$ cat src/rtl/fwd_sel_ctrl.sv
// +--------------------------------------------------------------------------+
// | fwd_sel_ctrl: credit-gated packet arbiter driving a shared forwarding    |
// | mux tree. Optional macro FWD_SEL_RR_EN selects round-robin arbitration.  |
// | Revision: 1.0                                                            |
// +--------------------------------------------------------------------------+
`default_nettype none

module fwd_sel_ctrl #(
  parameter int  N          = 4,
  parameter int  PIPE_DEPTH = 1,
  parameter int  CREDITS    = 8,
  localparam int PADDED     = N + ((4 - (N % 3)) % 3),
  localparam int TAG_SZ     = 2 * (($clog2(PADDED) + 1) / 2)
) (
  input  logic              clk,
  input  logic              rst,
  input  logic [N-1:0]      req,
  input  logic [N-1:0]      core_last,
  input  logic              credit_ret,
  output logic [N-1:0]      grant,
  output logic [N-1:0]      rd_en,
  output logic [TAG_SZ-1:0] sel,
  output logic              out_valid,
  output logic              out_last
);

  localparam int IDX_W = (N > 1) ? $clog2(N) : 1;
  localparam int CNT_W = $clog2(CREDITS + 1);
  localparam logic [CNT_W-1:0] CREDIT_MAX = CNT_W'(CREDITS);

  typedef enum logic [0:0] {
    IDLE = 1'b0,
    BUSY = 1'b1
  } state_t;

  state_t            state_q, state_d;
  logic [N-1:0]      grant_q, grant_d;
  logic [TAG_SZ-1:0] sel_q, sel_d;
  logic [CNT_W-1:0]  credit_cnt_q, credit_cnt_d;

  logic [N-1:0]      win_onehot;
  logic [IDX_W-1:0]  win_idx;
  logic              issue;
  logic              beat_last;

`ifdef FWD_SEL_RR_EN
  logic [IDX_W-1:0]  rr_last_q, rr_last_d;
`endif

  always_comb begin
    win_idx    = '0;
    win_onehot = '0;
    for (int i = N - 1; i >= 0; i--) begin
      if (req[i]) win_idx = IDX_W'(i);
    end
`ifdef FWD_SEL_RR_EN
    // A requester above the pointer overrides the wrapped lowest-index winner.
    for (int i = N - 1; i >= 0; i--) begin
      if (req[i] && (IDX_W'(i) > rr_last_q)) win_idx = IDX_W'(i);
    end
`endif
    for (int i = 0; i < N; i++) begin
      win_onehot[i] = (IDX_W'(i) == win_idx);
    end
  end

  // Reset gates the pop so an abandoned packet loses no beat during rst.
  assign issue     = (state_q == BUSY) && (credit_cnt_q != '0) && !rst;
  assign rd_en     = issue ? grant_q : '0;
  assign beat_last = |(core_last & grant_q);
  assign grant     = grant_q;
  assign sel       = sel_q;

  always_comb begin
    state_d = state_q;
    grant_d = grant_q;
    sel_d   = sel_q;
    case (state_q)
      IDLE: begin
        if (|req) begin
          state_d = BUSY;
          grant_d = win_onehot;
          sel_d   = TAG_SZ'(win_idx);
        end
      end
      BUSY: begin
        if (issue && beat_last) begin
          state_d = IDLE;
          grant_d = '0;
        end
      end
      default: state_d = IDLE;
    endcase
  end

  always_comb begin
    credit_cnt_d = credit_cnt_q;
    if (issue && !credit_ret) begin
      credit_cnt_d = credit_cnt_q - CNT_W'(1);
    end else if (credit_ret && !issue && (credit_cnt_q != CREDIT_MAX)) begin
      credit_cnt_d = credit_cnt_q + CNT_W'(1);
    end
  end

  always_ff @(posedge clk) begin
    if (rst) begin
      state_q      <= IDLE;
      grant_q      <= '0;
      sel_q        <= '0;
      credit_cnt_q <= CREDIT_MAX;
    end else begin
      state_q      <= state_d;
      grant_q      <= grant_d;
      sel_q        <= sel_d;
      credit_cnt_q <= credit_cnt_d;
    end
  end

`ifdef FWD_SEL_RR_EN
  always_comb begin
    rr_last_d = rr_last_q;
    if ((state_q == IDLE) && (|req)) rr_last_d = win_idx;
  end

  always_ff @(posedge clk) begin
    if (rst) begin
      rr_last_q <= IDX_W'(N - 1);
    end else begin
      rr_last_q <= rr_last_d;
    end
  end
`endif

  generate
    if (PIPE_DEPTH == 0) begin : g_no_pipe
      assign out_valid = |rd_en;
      assign out_last  = issue & beat_last;
    end else begin : g_pipe
      logic [PIPE_DEPTH-1:0] pv_valid_q;
      logic [PIPE_DEPTH-1:0] pv_last_q;

      always_ff @(posedge clk) begin
        if (rst) begin
          pv_valid_q <= '0;
          pv_last_q  <= '0;
        end else begin
          pv_valid_q <= (pv_valid_q << 1) | PIPE_DEPTH'(|rd_en);
          pv_last_q  <= (pv_last_q << 1) | PIPE_DEPTH'(issue & beat_last);
        end
      end

      assign out_valid = pv_valid_q[PIPE_DEPTH-1];
      assign out_last  = pv_last_q[PIPE_DEPTH-1];
    end
  endgenerate

endmodule

`default_nettype wire

$ cat config.mk
export PLATFORM = sky130hd
export DESIGN_NAME = fwd_sel_ctrl
export DESIGN_NICKNAME = d
export VERILOG_FILES = /design/src/rtl/fwd_sel_ctrl.sv
export SDC_FILE = /design/constraint.sdc
export NUM_CORES = 1
export LEC_CHECK = 0
export ABC_AREA = 1
export CELL_PAD_IN_SITES_DETAIL_PLACEMENT = 1
export CELL_PAD_IN_SITES_GLOBAL_PLACEMENT = 1
export CORE_MARGIN = 5
export CORE_UTILIZATION = 33
export CTS_BUF_LIST = sky130_fd_sc_hd__clkbuf_8
export CTS_CLUSTER_DIAMETER = 200
export DETAILED_ROUTE_END_ITERATION = 8
export GPL_ROUTABILITY_DRIVEN = 1
export PLACE_DENSITY = 0.85
export SYNTH_ARGS = -nofsm -noshare
export SYNTH_HDL_FRONTEND = slang
export SYNTH_SLANG_ARGS = --single-unit
export TNS_END_PERCENT = 5
$ cat constraint.sdc
create_clock -name clk -period 2.05 [get_ports clk]
set_input_delay 0.41 -clock clk [delete_from_list [all_inputs] [get_ports clk]]
set_output_delay 0.41 -clock clk [all_outputs]
set_load 0.02 [all_outputs]
; Yosys cells after proc, flatten, opt, wreduce, memory -nomap -nowiden
; Cells that the tools add are included.
[word_totals]
regBits = 13
inputBits = 11
[classes]
add_sub_neg = 2
eq_ne = 6
n_mux = 13
n_bitwise = 3
reduce_logical = 17
[op_table]
columns = operator, count
row1 = 4-bit 2-to-1 mux, 5
row2 = 4-bit OR reduction, 3
row3 = 2-bit 2-to-1 mux, 4
row4 = 4-bit case mux with 2 select lines, 1
row5 = 1-bit logical AND, 6
row6 = "4-bit by 1-bit adder with 4-bit output, second input constant", 1
row7 = 4-bit AND, 1
row8 = "2-bit == test, first input constant", 2
row9 = "4-bit inequality test, second input constant", 1
row10 = 2-bit AND reduction, 2
row11 = 4-bit nonzero test, 1
row12 = "4-bit by 1-bit subtractor with 4-bit output, second input constant", 1
row13 = 1-bit zero test, 3
row14 = "1-bit by 2-bit == test with 1-bit output, first input constant", 1
row15 = 2-bit zero test, 1
row16 = 1-bit 2-to-1 mux, 2
row17 = "2-bit by 1-bit inequality test with 1-bit output, second input constant", 1
row18 = "2-bit inequality test, second input constant", 1
row19 = 1-bit case mux with 2 select lines, 1
row20 = 2-bit nonzero test, 1
row21 = 1-bit AND, 1
row22 = 1-bit NOT, 1

; Longest topological paths before layout
; Gate-level depths: netlist (run 1).
[logic_depth]
depth_word = 8
ltp_mapped = 11
ltp_nobuf = 11

; Least setup slack after synthesis (run 1)
; No wires, ideal clock.
[synth_path]
path_kind = input to register
startpoint = input port rst
endpoint = register credit_cnt_q[2]
setup_ps = 109
arrival_time_ps = 1480
required_time_ps = 1941
slack_ps = 461
cell_stages = 10
path_buffers = 1
path_cell_list = buf_6 -> nor2_8 -> nand4_1 -> nand2_1 -> inv_2 -> ha_1 -> o21ai_0 -> nand3b_1 -> nand2_1 -> inv_1
[synth_via]
elab_chain_len = 6
[synth_lines]
columns = item, line
row1 = from (decl), 16  ; input logic rst,
row2 = 1-bit zero test, 68  ; assign issue = (state_q == BUSY) && (credit_cnt_q != '0) && !rst;
row3 = 1-bit logical AND, 68
row4 = 1-bit zero test, 100  ; end else if (credit_ret && !issue && (credit_cnt_q != CREDIT_MAX)) begin
row5 = 1-bit logical AND (2 in a row), 100
row6 = 2-bit nonzero test (no source line), n/a
row7 = to (signal assigned), 115  ; credit_cnt_q <= credit_cnt_d;
row8 = to (decl), 39  ; logic [CNT_W-1:0] credit_cnt_q, credit_cnt_d;
; Parallel ways exist; a longest one is shown, timed or not.
; A chain may end at the register's enable or synchronous reset.

; Worst setup path after layout (run 1)
[layout_path]
startpoint = input port rst
endpoint = output port rd_en[2]
[layout_via]
elab_chain_len = 3
[layout_lines]
columns = item, line
row1 = 1-bit zero test, 68
row2 = 1-bit logical AND, 68
row3 = 4-bit 2-to-1 mux, 69  ; assign rd_en = issue ? grant_q : '0;
row4 = to (decl), 21  ; output logic [N-1:0] rd_en,
; Every way passes these cells.

==> impl_metrics.json, run 1 <==
{
  "ys_top_cells_by_area": "dfxtp_1 33%, inv_1 8.6%, nand2_1 8.1%, nor2_1 5.2%, a21oi_1 5.1%",
  "gr-total-overflow": 0,
  "ys_warn_count": 0,
  "hold_slack_ns": 0.471,
  "row_count": 17,
  "crit_type": "primary input to output port",
  "holdBufCountCts": 0,
  "wl_per_cell_um": 13.7,
  "tns_ns": 0,
  "path_clk_slew_ns": 0.06,
  "drcViolationCount": 0,
  "leakagePower_uw": 0.000499,
  "drive_gt1_frac": 0.177,
  "worst_slew_pin_slew_ns": 0.379,
  "grt_pass1_vias": 929,
  "cp-endpoint": "rd_en[2]",
  "htreeDepth": 1,
  "numCtsBuffers": 3,
  "setup_viol": 0,
  "core_area_mm2": 0.00225,
  "peakVddDrop_mv": 0.448,
  "synth_flop_cell": "dfxtp_1",
  "r2r-start": "state_q$_SDFF_PP0_",
  "relSlewSlack": 0.746,
  "place_congestion": 0.834,
  "antenna_found_initial": 0,
  "post-dp-hpwl_mm": 1.92,
  "min_path_type": "register to register",
  "synth_seq_cells": 13,
  "yosysTopAreaCell": "dfxtp_1",
  "die-area_mm2": 0.00347,
  "grt_pass1_wl_mm": 3.84,
  "worst_ep_required_time_ns": 1.64,
  "avgViaCountPerCell": 4.93,
  "io_pins": 23,
  "r2r_end": "credit_cnt_q[2]$_SDFFE_PP0P_",
  "synth_top_area_share": 0.330,
  "start_util": 0.350,
  "nets": 154,
  "cts_tree": "built",
  "wl_mm": 2.31,
  "power-per-cell-area_mw_per_mm2": 860,
  "fmax_mhz": 503,
  "cts_sinks": 13,
  "slew_viol_final": 0,
  "async_flop_share": 0,
  "syn_nets": 123,
  "synth-edff-count": 0,
  "finalHoldViolCount": 0,
  "critical_path.startpoint_type": "primary input",
  "synth_cell_type_count": 27,
  "fin_area_mm2": 0.00111,
  "syn-cell-area_um2": 790,
  "worst-path-max-fanout": 5,
  "syn_inst": 111,
  "post_cts_buffers": 0,
  "crit_path_start": "rst",
  "maxCapViolations": 0,
  "p_total_uw": 957,
  "timing.final.crit_period_ns": 1.99,
  "port_buffers": 22,
  "post-route-period-util": 0.971,
  "vias": 833,
  "cp-end-kind": "output port",
  "r2r_slack_ns": 0.40,
  "first_pass_iters": 4,
  "crit_arrival_ns": 1.58,
  "drtIter0Drc": 12,
  "chipHeight_um": 58.9,
  "syn_to_final_growth_pct": 41.0,
  "cts_root_buffer": "clkbuf_8",
  "clock_latency_ns": 0.24,
  "antenna_cells": 0,
  "clock_skew_ns": 0.00317,
  "post_dp_cell_area_mm2": 0.00107,
  "post_cts_resized": 4,
  "status": "finished, final reports clean",
  "ys_seq_area_frac": 0.330,
  "die_w_um": 58.9,
  "grt_usage": 0.141,
  "clockBufferDepth": 2,
  "grt_max_degree": 9,
  "rsz0062_at_grt": "false",
  "ant_nets": 0,
  "avgSynthCellArea_um2": 7.11,
  "r2r_cells": 11
}
==> registers in the layout, summed over array words and instances, names as in the netlist <==
register / flops
out_last: 1
credit_cnt_q: 4
state_q: 1
grant: 4
sel: 2
out_valid: 1
==> report_power, final <==
| part | internal, µW | leakage (µW) | total, µW | switching, µW |
|---|---|---|---|---|
| logic | 157 | 0.000366 | 385 | 228 |
| clock network | 132 | 0.0000269 | 227 | 94.7 |
| registers | 293 | 0.000107 | 345 | 52.5 |
==> per-layer routing <==
metal,wire length (µm),track usage
met1,974,0.152
met2,1240,0.271
met3,74,0.0175
met4,29,0.0615
met5,0,0
==> cell usage after synthesis (2+ instances only) <==
library cell   n
a22o_1         2
nand4_1        2
o21ai_0        6
inv_2          3
nand2_4        2
nand3_1        8
o21ai_1        2
nor2_1        11
nor2_2         4
a21oi_1        8
inv_1         18
nand2_1       17
dfxtp_1       13
nand2_2        2
==> per-stage QoR <==
step / setup slack, ns / util / instances
floorplan: 0.461 / - / 111
global placement: -0.196 / 0.475 / 165
detailed placement: -0.250 / 0.475 / 165
CTS: 0.0235 / 0.493 / 169
global route: 0.00941 / 0.494 / 169
finish: 0.0605 / 0.494 / 169
==> final cells by class <==
type | instances | area [µm²]
clock buffer | 3 | 41.3
clock inverter | 1 | 3.75
fill | 302 | 1140
inverter | 21 | 78.8
multi-input combinational | 76 | 439
sequential | 13 | 260
tap | 28 | 35.0
timing repair buffer | 27 | 255
==> critical path, stage by stage <==
cell and delay, ns:
clkdlybuf4s50_1 0.51, nor2_8 0.17, nand2_4 0.07, nor2_1 0.09
clkdlybuf4s15_1 0.32
==> cells by family after synthesis <==
kind of cell / Yosys count / synth area share
buf+inv: 22 / 0.114
xor+xnor: 1 / 0.0111
simple gates: 54 / 0.387
compound gates: 20 / 0.143
flops: 13 / 0.330
fa+ha+maj: 1 / 0.0158
==> cell usage in the layout, fill, tap and decap left out, drive strengths merged, types with 2 or more instances in the layout <==
master | Yosys | routed
inv | 21 | 22
nor3 | 2 | 2
dfxtp | 13 | 13
nand3 | 10 | 10
nand2 | 21 | 21
clkbuf | 0 | 3
clkdlybuf4s15 | 0 | 2
a21oi | 8 | 8
clkdlybuf4s50 | 0 | 18
nand4 | 2 | 2
buf | 1 | 5
nor2 | 17 | 17
o21ai | 8 | 8
dlygate4sd2 | 0 | 2
a22o | 2 | 2
==> how the worst min path moves through the flow <==
stage	from	end	slack, ns	depth (start not counted)
floorplan	credit_cnt_q[0]$_SDFFE_PP0P_	credit_cnt_q[0]$_SDFFE_PP0P_	0.50	1
global placement	sel[1]$_SDFFE_PP0P_	sel[1]$_SDFFE_PP0P_	0.45	2
detailed placement	sel[1]$_SDFFE_PP0P_	sel[1]$_SDFFE_PP0P_	0.46	2
CTS	sel[1]$_SDFFE_PP0P_	sel[1]$_SDFFE_PP0P_	0.48	2
global route	sel[1]$_SDFFE_PP0P_	sel[1]$_SDFFE_PP0P_	0.53	2
finish	sel[1]$_SDFFE_PP0P_	sel[1]$_SDFFE_PP0P_	0.47	2
(Power assumes the default switching activity.)
==> inputs of run 2 (changes only) <==
GPL_ROUTABILITY_DRIVEN = unset   (was 1)
==> results of run 2 <==
Same layout as run 1: the final DEF is identical, and so are final timing and power.
==> inputs of run 3 (changes only) <==
ABC_CLOCK_PERIOD_IN_PS = 2050   (was unset)
==> results of run 3 <==
Same layout as run 1: the final DEF is identical, and so are final timing and power.
